==> config.mk <==
export PLATFORM = sky130hd
export DESIGN_NAME = input_load_controller
export DESIGN_NICKNAME = d
export VERILOG_FILES = /design/src/rtl/nn_ctrl_pkg.sv /design/src/rtl/serial_bit_tx.sv /design/src/rtl/input_load_controller.sv
export SDC_FILE = /design/constraint.sdc
export NUM_CORES = 1
export LEC_CHECK = 0
export CAP_MARGIN = 10
export CELL_PAD_IN_SITES_DETAIL_PLACEMENT = 1
export CELL_PAD_IN_SITES_GLOBAL_PLACEMENT = 2
export CORE_MARGIN = 2
export CORE_UTILIZATION = 32
export CTS_CLUSTER_SIZE = 40
export DETAILED_ROUTE_END_ITERATION = 7
export GPL_TIMING_DRIVEN = 0
export PLACE_DENSITY = 0.76
export SETUP_SLACK_MARGIN = 0.1
export SLEW_MARGIN = 20
export SYNTH_ARGS = -nofsm -noshare
export SYNTH_HDL_FRONTEND = slang
export SYNTH_SLANG_ARGS = --single-unit
==> constraint.sdc <==
create_clock -name CLOCK_50 -period 3.3 [get_ports CLOCK_50]
set_input_delay 0.66 -clock CLOCK_50 [delete_from_list [all_inputs] [get_ports CLOCK_50]]
set_output_delay 0.66 -clock CLOCK_50 [all_outputs]
set_load 0.02 [all_outputs]
==> src/rtl/nn_ctrl_pkg.sv <==
// rtl/nn_ctrl_pkg.sv - shared load-sequencer state encoding, network defaults and counter width helper
package nn_ctrl_pkg;

    localparam int NN_NUM_INPUTS = 784;
    localparam int NN_DATA_WIDTH = 16;

    typedef enum logic [2:0] {
        IDLE     = 3'd0,
        FETCH    = 3'd1,
        WAIT     = 3'd2,
        SHIFT_LO = 3'd3,
        SHIFT_HI = 3'd4,
        PUSH     = 3'd5,
        DONE     = 3'd6
    } load_state_t;

    // Width needed to hold values 0..range_n-1, never narrower than one bit.
    function automatic int cnt_width(input int range_n);
        return (range_n <= 2) ? 1 : $clog2(range_n);
    endfunction

endpackage

==> src/rtl/serial_bit_tx.sv <==
// rtl/serial_bit_tx.sv - MSB-first word serializer with divided, registered shift clock
module serial_bit_tx
    import nn_ctrl_pkg::*;
#(
    parameter int DATA_WIDTH = NN_DATA_WIDTH,
    parameter int CLK_DIV    = 4
) (
    input  logic                  clk,
    input  logic                  resetn,
    input  logic                  clear,
    input  logic                  load,
    input  logic [DATA_WIDTH-1:0] word,
    output logic                  phase_end,
    output logic                  word_done,
    output logic                  serial_clock,
    output logic                  serial_data
);

    localparam int BIT_W = cnt_width(DATA_WIDTH);
    localparam int PH_W  = cnt_width(CLK_DIV + 1);
    localparam logic [PH_W-1:0]  PH_LAST = PH_W'(CLK_DIV - 1);
    localparam logic [BIT_W-1:0] BIT_MSB = BIT_W'(DATA_WIDTH - 1);

    logic                  active_q, active_d;
    logic                  hi_q, hi_d;
    logic [PH_W-1:0]       phase_q, phase_d;
    logic [BIT_W-1:0]      bit_q, bit_d;
    logic [DATA_WIDTH-1:0] word_q, word_d;
    logic                  data_q, data_d;

    always_comb begin
        active_d  = active_q;
        hi_d      = hi_q;
        phase_d   = phase_q;
        bit_d     = bit_q;
        word_d    = word_q;
        data_d    = data_q;
        phase_end = active_q && (phase_q == PH_LAST);
        word_done = phase_end && hi_q && (bit_q == '0);

        if (clear) begin
            active_d = 1'b0;
            hi_d     = 1'b0;
            phase_d  = '0;
            bit_d    = '0;
            word_d   = '0;
            data_d   = 1'b0;
        end else if (load) begin
            active_d = 1'b1;
            hi_d     = 1'b0;
            phase_d  = '0;
            bit_d    = BIT_MSB;
            word_d   = word;
            data_d   = word[DATA_WIDTH-1];
        end else if (active_q) begin
            if (!phase_end) begin
                phase_d = phase_q + 1'b1;
            end else begin
                phase_d = '0;
                if (!hi_q) begin
                    hi_d = 1'b1;
                end else if (bit_q != '0) begin
                    // Data only changes on the way into the low phase.
                    hi_d   = 1'b0;
                    bit_d  = bit_q - 1'b1;
                    data_d = word_q[bit_d];
                end else begin
                    hi_d     = 1'b0;
                    active_d = 1'b0;
                end
            end
        end
    end

    always_ff @(posedge clk) begin
        if (!resetn) begin
            active_q <= 1'b0;
            hi_q     <= 1'b0;
            phase_q  <= '0;
            bit_q    <= '0;
            word_q   <= '0;
            data_q   <= 1'b0;
        end else begin
            active_q <= active_d;
            hi_q     <= hi_d;
            phase_q  <= phase_d;
            bit_q    <= bit_d;
            word_q   <= word_d;
            data_q   <= data_d;
        end
    end

    assign serial_clock = hi_q;
    assign serial_data  = data_q;

endmodule

==> src/rtl/input_load_controller.sv <==
// rtl/input_load_controller.sv - fetches image words and streams them into the input shift register
module input_load_controller
    import nn_ctrl_pkg::*;
#(
    parameter int numInputs = NN_NUM_INPUTS,
    parameter int dataWidth = NN_DATA_WIDTH,
    parameter int clkDiv    = 4,
    parameter int addrWidth = cnt_width(numInputs)
) (
    input  logic                 CLOCK_50,
    input  logic                 reset,
    input  logic                 start,
    input  logic                 abort,
    output logic [addrWidth-1:0] memAddr,
    output logic                 memRd,
    input  logic [dataWidth-1:0] memRdData,
    output logic                 serialClock,
    output logic                 serialData,
    output logic                 pushBuffer,
    output logic                 busy,
    output logic                 done
);

    localparam logic [addrWidth-1:0] LAST_WORD = addrWidth'(numInputs - 1);

    load_state_t          state_q, state_d;
    logic [addrWidth-1:0] word_idx_q, word_idx_d;
    logic [addrWidth-1:0] mem_addr_q, mem_addr_d;
    logic                 mem_rd_q, mem_rd_d;
    logic                 push_q, push_d;
    logic                 busy_q, busy_d;
    logic                 done_q, done_d;
    logic                 cancel;
    logic                 tx_phase_end;
    logic                 tx_word_done;

    assign cancel = abort && (state_q != IDLE);

    always_comb begin
        state_d    = state_q;
        word_idx_d = word_idx_q;

        case (state_q)
            IDLE: begin
                if (start && !abort) begin
                    state_d    = FETCH;
                    word_idx_d = '0;
                end
            end
            FETCH:    state_d = WAIT;
            WAIT:     state_d = SHIFT_LO;
            SHIFT_LO: begin
                if (tx_phase_end) state_d = SHIFT_HI;
            end
            SHIFT_HI: begin
                if (tx_word_done) begin
                    if (word_idx_q < LAST_WORD) begin
                        word_idx_d = word_idx_q + 1'b1;
                        state_d    = FETCH;
                    end else begin
                        state_d = PUSH;
                    end
                end else if (tx_phase_end) begin
                    state_d = SHIFT_LO;
                end
            end
            PUSH:     state_d = DONE;
            DONE:     state_d = IDLE;
            default:  state_d = IDLE;
        endcase

        // Cancel overrides every transition, including the one into PUSH.
        if (cancel) begin
            state_d    = IDLE;
            word_idx_d = '0;
        end

        mem_rd_d   = (state_d == FETCH);
        push_d     = (state_d == PUSH);
        done_d     = (state_d == DONE);
        busy_d     = (state_d != IDLE);
        mem_addr_d = cancel ? '0 : ((state_d == FETCH) ? word_idx_d : mem_addr_q);
    end

    always_ff @(posedge CLOCK_50) begin
        if (!reset) begin
            state_q    <= IDLE;
            word_idx_q <= '0;
            mem_addr_q <= '0;
            mem_rd_q   <= 1'b0;
            push_q     <= 1'b0;
            busy_q     <= 1'b0;
            done_q     <= 1'b0;
        end else begin
            state_q    <= state_d;
            word_idx_q <= word_idx_d;
            mem_addr_q <= mem_addr_d;
            mem_rd_q   <= mem_rd_d;
            push_q     <= push_d;
            busy_q     <= busy_d;
            done_q     <= done_d;
        end
    end

    serial_bit_tx #(
        .DATA_WIDTH (dataWidth),
        .CLK_DIV    (clkDiv)
    ) u_tx (
        .clk          (CLOCK_50),
        .resetn       (reset),
        .clear        (cancel),
        .load         (state_q == WAIT),
        .word         (memRdData),
        .phase_end    (tx_phase_end),
        .word_done    (tx_word_done),
        .serial_clock (serialClock),
        .serial_data  (serialData)
    );

    assign memAddr    = mem_addr_q;
    assign memRd      = mem_rd_q;
    assign pushBuffer = push_q;
    assign busy       = busy_q;
    assign done       = done_q;

endmodule
# Word-level counts from Yosys, hierarchy flattened
# Index checks and enable logic that the tools add are counted.
# op_classes
add_sub_neg	3
order_cmp	2
n_eq_ne	9
n_mux	31
n_bitwise	1
n_reduce_logical	19
# op_table
operator	count
two-way mux 10 bit	4
two-way mux 3 bit	7
two-way mux 4 bit	5
case mux 10 bit (2 select lines)	1
case mux 3 bit (6 select lines)	1
== test 3 bit (second input constant)	4
two-way mux 1 bit	12
adder 10 x 1 -> 10 bit (second input constant)	1
< comparator 10 bit (second input constant)	1
== test 3 x 2 -> 1 bit (second input constant)	3
nonzero test 2 bit	4
== test 3 x 1 -> 1 bit (second input constant)	2
nonzero test 3 bit	2
logical AND 1 bit	5
< comparator 4 x 5 -> 1 bit (second input constant)	1
binary-select mux 1 bit (select 4 bit)	1
zero test 4 bit	1
AND reduction 4 bit	1
nonzero test 4 bit	1
subtractor 4 x 1 -> 4 bit (second input constant)	1
adder 3 x 1 -> 3 bit (second input constant)	1
zero test 3 bit	1
OR reduction 3 bit	1
AND reduction 2 bit	1
3 further kinds	3
# totals
ff_bits	53
in_bits	20
output_inout_bits	16
elab_cells	78

# Depth between registers and ports, before layout
# Gate-level depths: netlist of the first run.
# depth
depth_word	8
mapped_depth	9
mapped_depth_nobuf	7

# Cells and area by module
# Synthesis of the first run repeated with hierarchy kept, for this count alone.
# hier_totals
cells_unflattened	273
area_unflattened_um2	2558.7
# by_module_without_submodules
module	instances	cells_each	area_each_um2	seq_area_each_um2
input_load_controller	1	155	1378.8	540.5
serial_bit_tx	1	118	1179.9	520.5

# Least setup slack after synthesis of the first run
# No wires, ideal clock.
# synth_timing
kind	register -> register
start	register u_tx.bit_q[0]
end	register mem_addr_q[9], in the netlist memAddr[9]
setup_time_ns	0.070
arrival_time_ns	2.486
required_time_ns	3.230
slack_ns	0.744
path_stages_with_launch	9
path_buffers	1
period_less_slack_ns	2.556
path_cell_list	dfxtp_1 > clkbuf_1 > inv_1 > ha_1 > or3b_1 > o41a_1 > or4_4 > or4_1 > a21oi_1
# synth_via
elab_chain_cells	6
elab_cells_between_ends	9
cone_classes	eq/ne: 1; mux: 6; reduce/logical: 2
# synth_lines
element	line_no	rtl
start, declared	serial_bit_tx.sv:27	logic [BIT_W-1:0] bit_q, bit_d;
start signal, assigned	serial_bit_tx.sv:87	bit_q <= bit_d;
zero test 4 bit (*)	serial_bit_tx.sv:39	word_done = phase_end && hi_q && (bit_q == '0);
logical AND 1 bit (*)	serial_bit_tx.sv:39	
two-way mux 3 bit	input_load_controller.sv:56	if (tx_word_done) begin
case mux 3 bit (6 select lines)	input_load_controller.sv:43	case (state_q)
two-way mux 3 bit	input_load_controller.sv:73	if (cancel) begin
== test 3 x 1 -> 1 bit	input_load_controller.sv:82	mem_addr_d = cancel ? '0 : ((state_d == FETCH) ? word_idx_d : mem_addr_q);
end signal, assigned	input_load_controller.sv:97	mem_addr_q <= mem_addr_d;
end, declared	input_load_controller.sv:28	logic [addrWidth-1:0] mem_addr_q, mem_addr_d;
# Mark *: on every way between the ends. The rest lies on a longest branch, timed or not.
# A chain may end at the register's enable or synchronous reset.

# Worst setup path in the final report of the first run
# Ends and elaborated chain as after synthesis.

==> impl_metrics.tcl, run 1 <==
set metrics [dict create \
    grt_use_total_pct 16.3 \
    power_density_nw_per_um2 442 \
    yosys-mux-area-fraction_pct 5.05 \
    synth_cells 286 \
    ant_nets 0 \
    synth_edf_count 0 \
    clk_pin_slew_ns 0.10 \
    worst_r2r_endpoint "memAddr[9]" \
    synth_simple_gate_area_share_pct 26.2 \
    yosysWarnings 0 \
    first_global_vias 2185 \
    p_total_uw 1330 \
    final_max_slew_viol_count 0 \
    reg2reg_depth 8 \
    regToRegSetupSlack_ns 0.44 \
    area_growth_pct 23.6 \
    critPathCapture "memAddr[9]" \
    clk_latency_ns 0.31 \
    finalHoldViolations 0 \
    dpl.hpwl_mm 4.81 \
    antenna_found_initial 0 \
    peakVddDrop_mv 0.146 \
    synth_nets 310 \
    die_h_um 91.1 \
    h-tree-depth 2 \
    yosys_most_used_dff "dfxtp_1" \
    final_cell_count_no_fill 428 \
    rows 31 \
    synthArstFlopShare_pct 0 \
    via_per_inst 5.11 \
    skew_ns 0.0103 \
    dp.cells 420 \
    reg2reg_from "u_tx.bit_q[0]" \
    synth_fa_ha_area_share_pct 2.06 \
    drv_cap 0 \
    grt_max_degree 18 \
    synth_area_leader_cell "dfxtp_1" \
    synth-xor-area-share_pct 4.69 \
    fin_setup_tns_ns 0 \
    timing.fmax_mhz 349 \
    fillers 908 \
    die_w_um 91.1 \
    synth_top_family_by_area "simple AND/OR/NAND/NOR gates" \
    globalplace.congestion 0.760 \
    clockBufferDepth 2 \
    cts.sinks 53 \
    rsz0062_at_grt "false" \
    cts_buffers 5 \
    crit_start "u_tx.bit_q[0]" \
    postCtsSetupRepairBufs 0 \
    min_period_ns 2.86 \
    drc 0 \
    drive_above_1_share_pct 6.08 \
    critPathKind "reg -> reg" \
    setup_violations 0 \
    whs_path_depth 2 \
    relSlewSlack_pct 50.0 \
    critPathLaunchType "flip-flop" \
    dr.pass1.iters 4 \
    period_share_pct 86.8 \
    port_buffers 35 \
    start_util_pct 33.3 \
    syn_area_per_cell_um2 8.50 \
    netlist_area_um2 2430 \
    synth.distinct_cells 51 \
    grt-ovfl-total 0 \
    drtIter0Drc 52 \
    cts_tree "built" \
    arrival_ns 3.11 \
    synth_top_area_share_pct 43.7 \
    wl_mm 6.44 \
    dieArea_um2 8310 \
    crit_fanout 7 \
    worstHoldPathType "reg -> reg" \
    p_leak_uw 0.00100 \
    cts_root_buf "clkbuf_8" \
    synth_seq_cells 53 \
    status "completed" \
    end_kind "flip-flop" \
    required_ns 3.55 \
    ios 36 \
    synth-compound-area-share_pct 15.1 \
    num_vias 2185 \
    synth-seq-area-share_pct 43.7 \
    wire_per_inst_um 15.0 \
    nets 352 \
    core_area_um2 7290 \
    worst_pin_slew_ns 0.750 \
    grt_pass1_wl_mm 11.0 \
    synthTopCellsByArea "dfxtp_1, nand2_1, a21oi_1" \
    antenna_cells 0 \
]
[cell usage after synthesis (2+ instances only)]
cell and number:
nor2_1 28, a21oi_1 30, or4_1 3, nor3b_1 5, o21ai_0 7, nor4_1 3
xor2_1 3, a22oi_1 4, mux4_2 4, o41ai_1 2, clkbuf_1 12, xnor2_1 10
nor3_1 8, inv_1 8, nand3b_1 3, a2bb2oi_1 2, nand2b_1 5, nand2_1 49
dfxtp_1 53, ha_1 4, o31ai_1 2, nand3_1 11, mux2_2 2
[placed cells by master (no fill, tap or decap), drive strengths merged, types with 2 or more instances in the layout]
cell and n:
dfxtp 53, nand2 49, clkdlybuf4s50 35, a21oi 30
nor2 28, clkbuf 17, nand3 11, xnor2 10
inv 9, nor3 8, o21ai 7, nand2b 5
nor3b 5, a22oi 4, mux4 4, ha 4
or4 4, xor2 3, nor4 3, nand3b 3
o31ai 2, o41ai 2, a2bb2oi 2, mux2 2
or3b 2
[repair_timing]
item | 4_1_cts | 5_1_grt
hold buffers | 0 | 0
resized for setup | 0 | 1
endpoints found under the setup margin | 0 | 4
[state kept, by name (all words and copies together) (netlist names)]
register / flops
u_tx.serial_clock: 1
pushBuffer: 1
u_tx.bit_q: 4
memRd: 1
word_idx_q: 10
done: 1
memAddr: 10
u_tx.active_q: 1
u_tx.word_q: 16
state_q: 3
u_tx.serial_data: 1
u_tx.phase_q: 3
busy: 1
[power by group]
part           switching [µW]  internal, µW
clock network             232           151
registers                20.6           669
logic                     146           110
[critical path, cell delays in order (launching register included)]
cell      delay, ns
dfxtp_1        0.31
clkbuf_1       0.22
inv_1          0.15
ha_1           0.16
or3b_1         0.41
o41a_1         0.41
or4_4          0.47
or4_1          0.52
a21oi_1        0.15
[kinds of logic after synthesis]
kind of cell    Yosys count
compound gates           59
simple gates            129
xor+xnor                 13
fa+ha+maj                 4
buf+inv                  21
mux                       7
flops                    53
[worst min-delay path by stage]
stage                          startpoint         endpoint  slack (ns)
final                      u_tx.word_q[9]   u_tx.word_q[9]        0.46
after global routing       u_tx.word_q[9]   u_tx.word_q[9]        0.48
after global placement    u_tx.word_q[12]  u_tx.word_q[12]        0.44
after detailed placement   u_tx.word_q[9]   u_tx.word_q[9]        0.45
after floorplan           u_tx.word_q[14]  u_tx.word_q[14]        0.43
after CTS                  u_tx.word_q[9]   u_tx.word_q[9]        0.46
[cell type report]
cell class,instances,area (µm²),share of cell area [%]
plain buffers,13,50.0,1.67
clock buffers,5,68.8,2.29
clock inverters,3,21.3,0.708
inverters,8,30.0,1.00
multi-input cells,212,1300,43.2
flip-flops and latches,53,1060,35.3
well taps,99,124,4.12
repair buffers,35,350,11.7
[stage by stage]
step                utilization, %  cell area [µm²]  hold WS [ns]  setup WS, ns
floorplan                        -             2430         0.433         0.744
global placement              39.8             2900         0.441         0.267
detailed placement            39.9             2910         0.448         0.219
CTS                           41.1             3000         0.463         0.214
global route                  41.2             3000         0.483         0.244
finish                        41.2             3000         0.458         0.436
[per-layer routing]
layer  wire (µm)  global-route usage (%)  share of wire [%]
met4         108                    5.43                1.7
met5           0                       0                  0
met3         154                    2.82                2.4
met1        3130                    21.1                 49
met2        3040                    27.5                 47
Note: power is estimated with default switching activity, not from simulation.
==> inputs of run 2 (changes only) <==
Settings changed: CTS_CLUSTER_SIZE 40 to 12.
==> results of run 2 <==
Same layout as run 1: the final DEF is identical, and so are final timing and power.
==> inputs of run 3 (changes only) <==
Settings changed: CAP_MARGIN 10 to unset, TNS_END_PERCENT set to 5.
==> results of run 3 <==
Same layout as run 1: the final DEF is identical, and so are final timing and power.
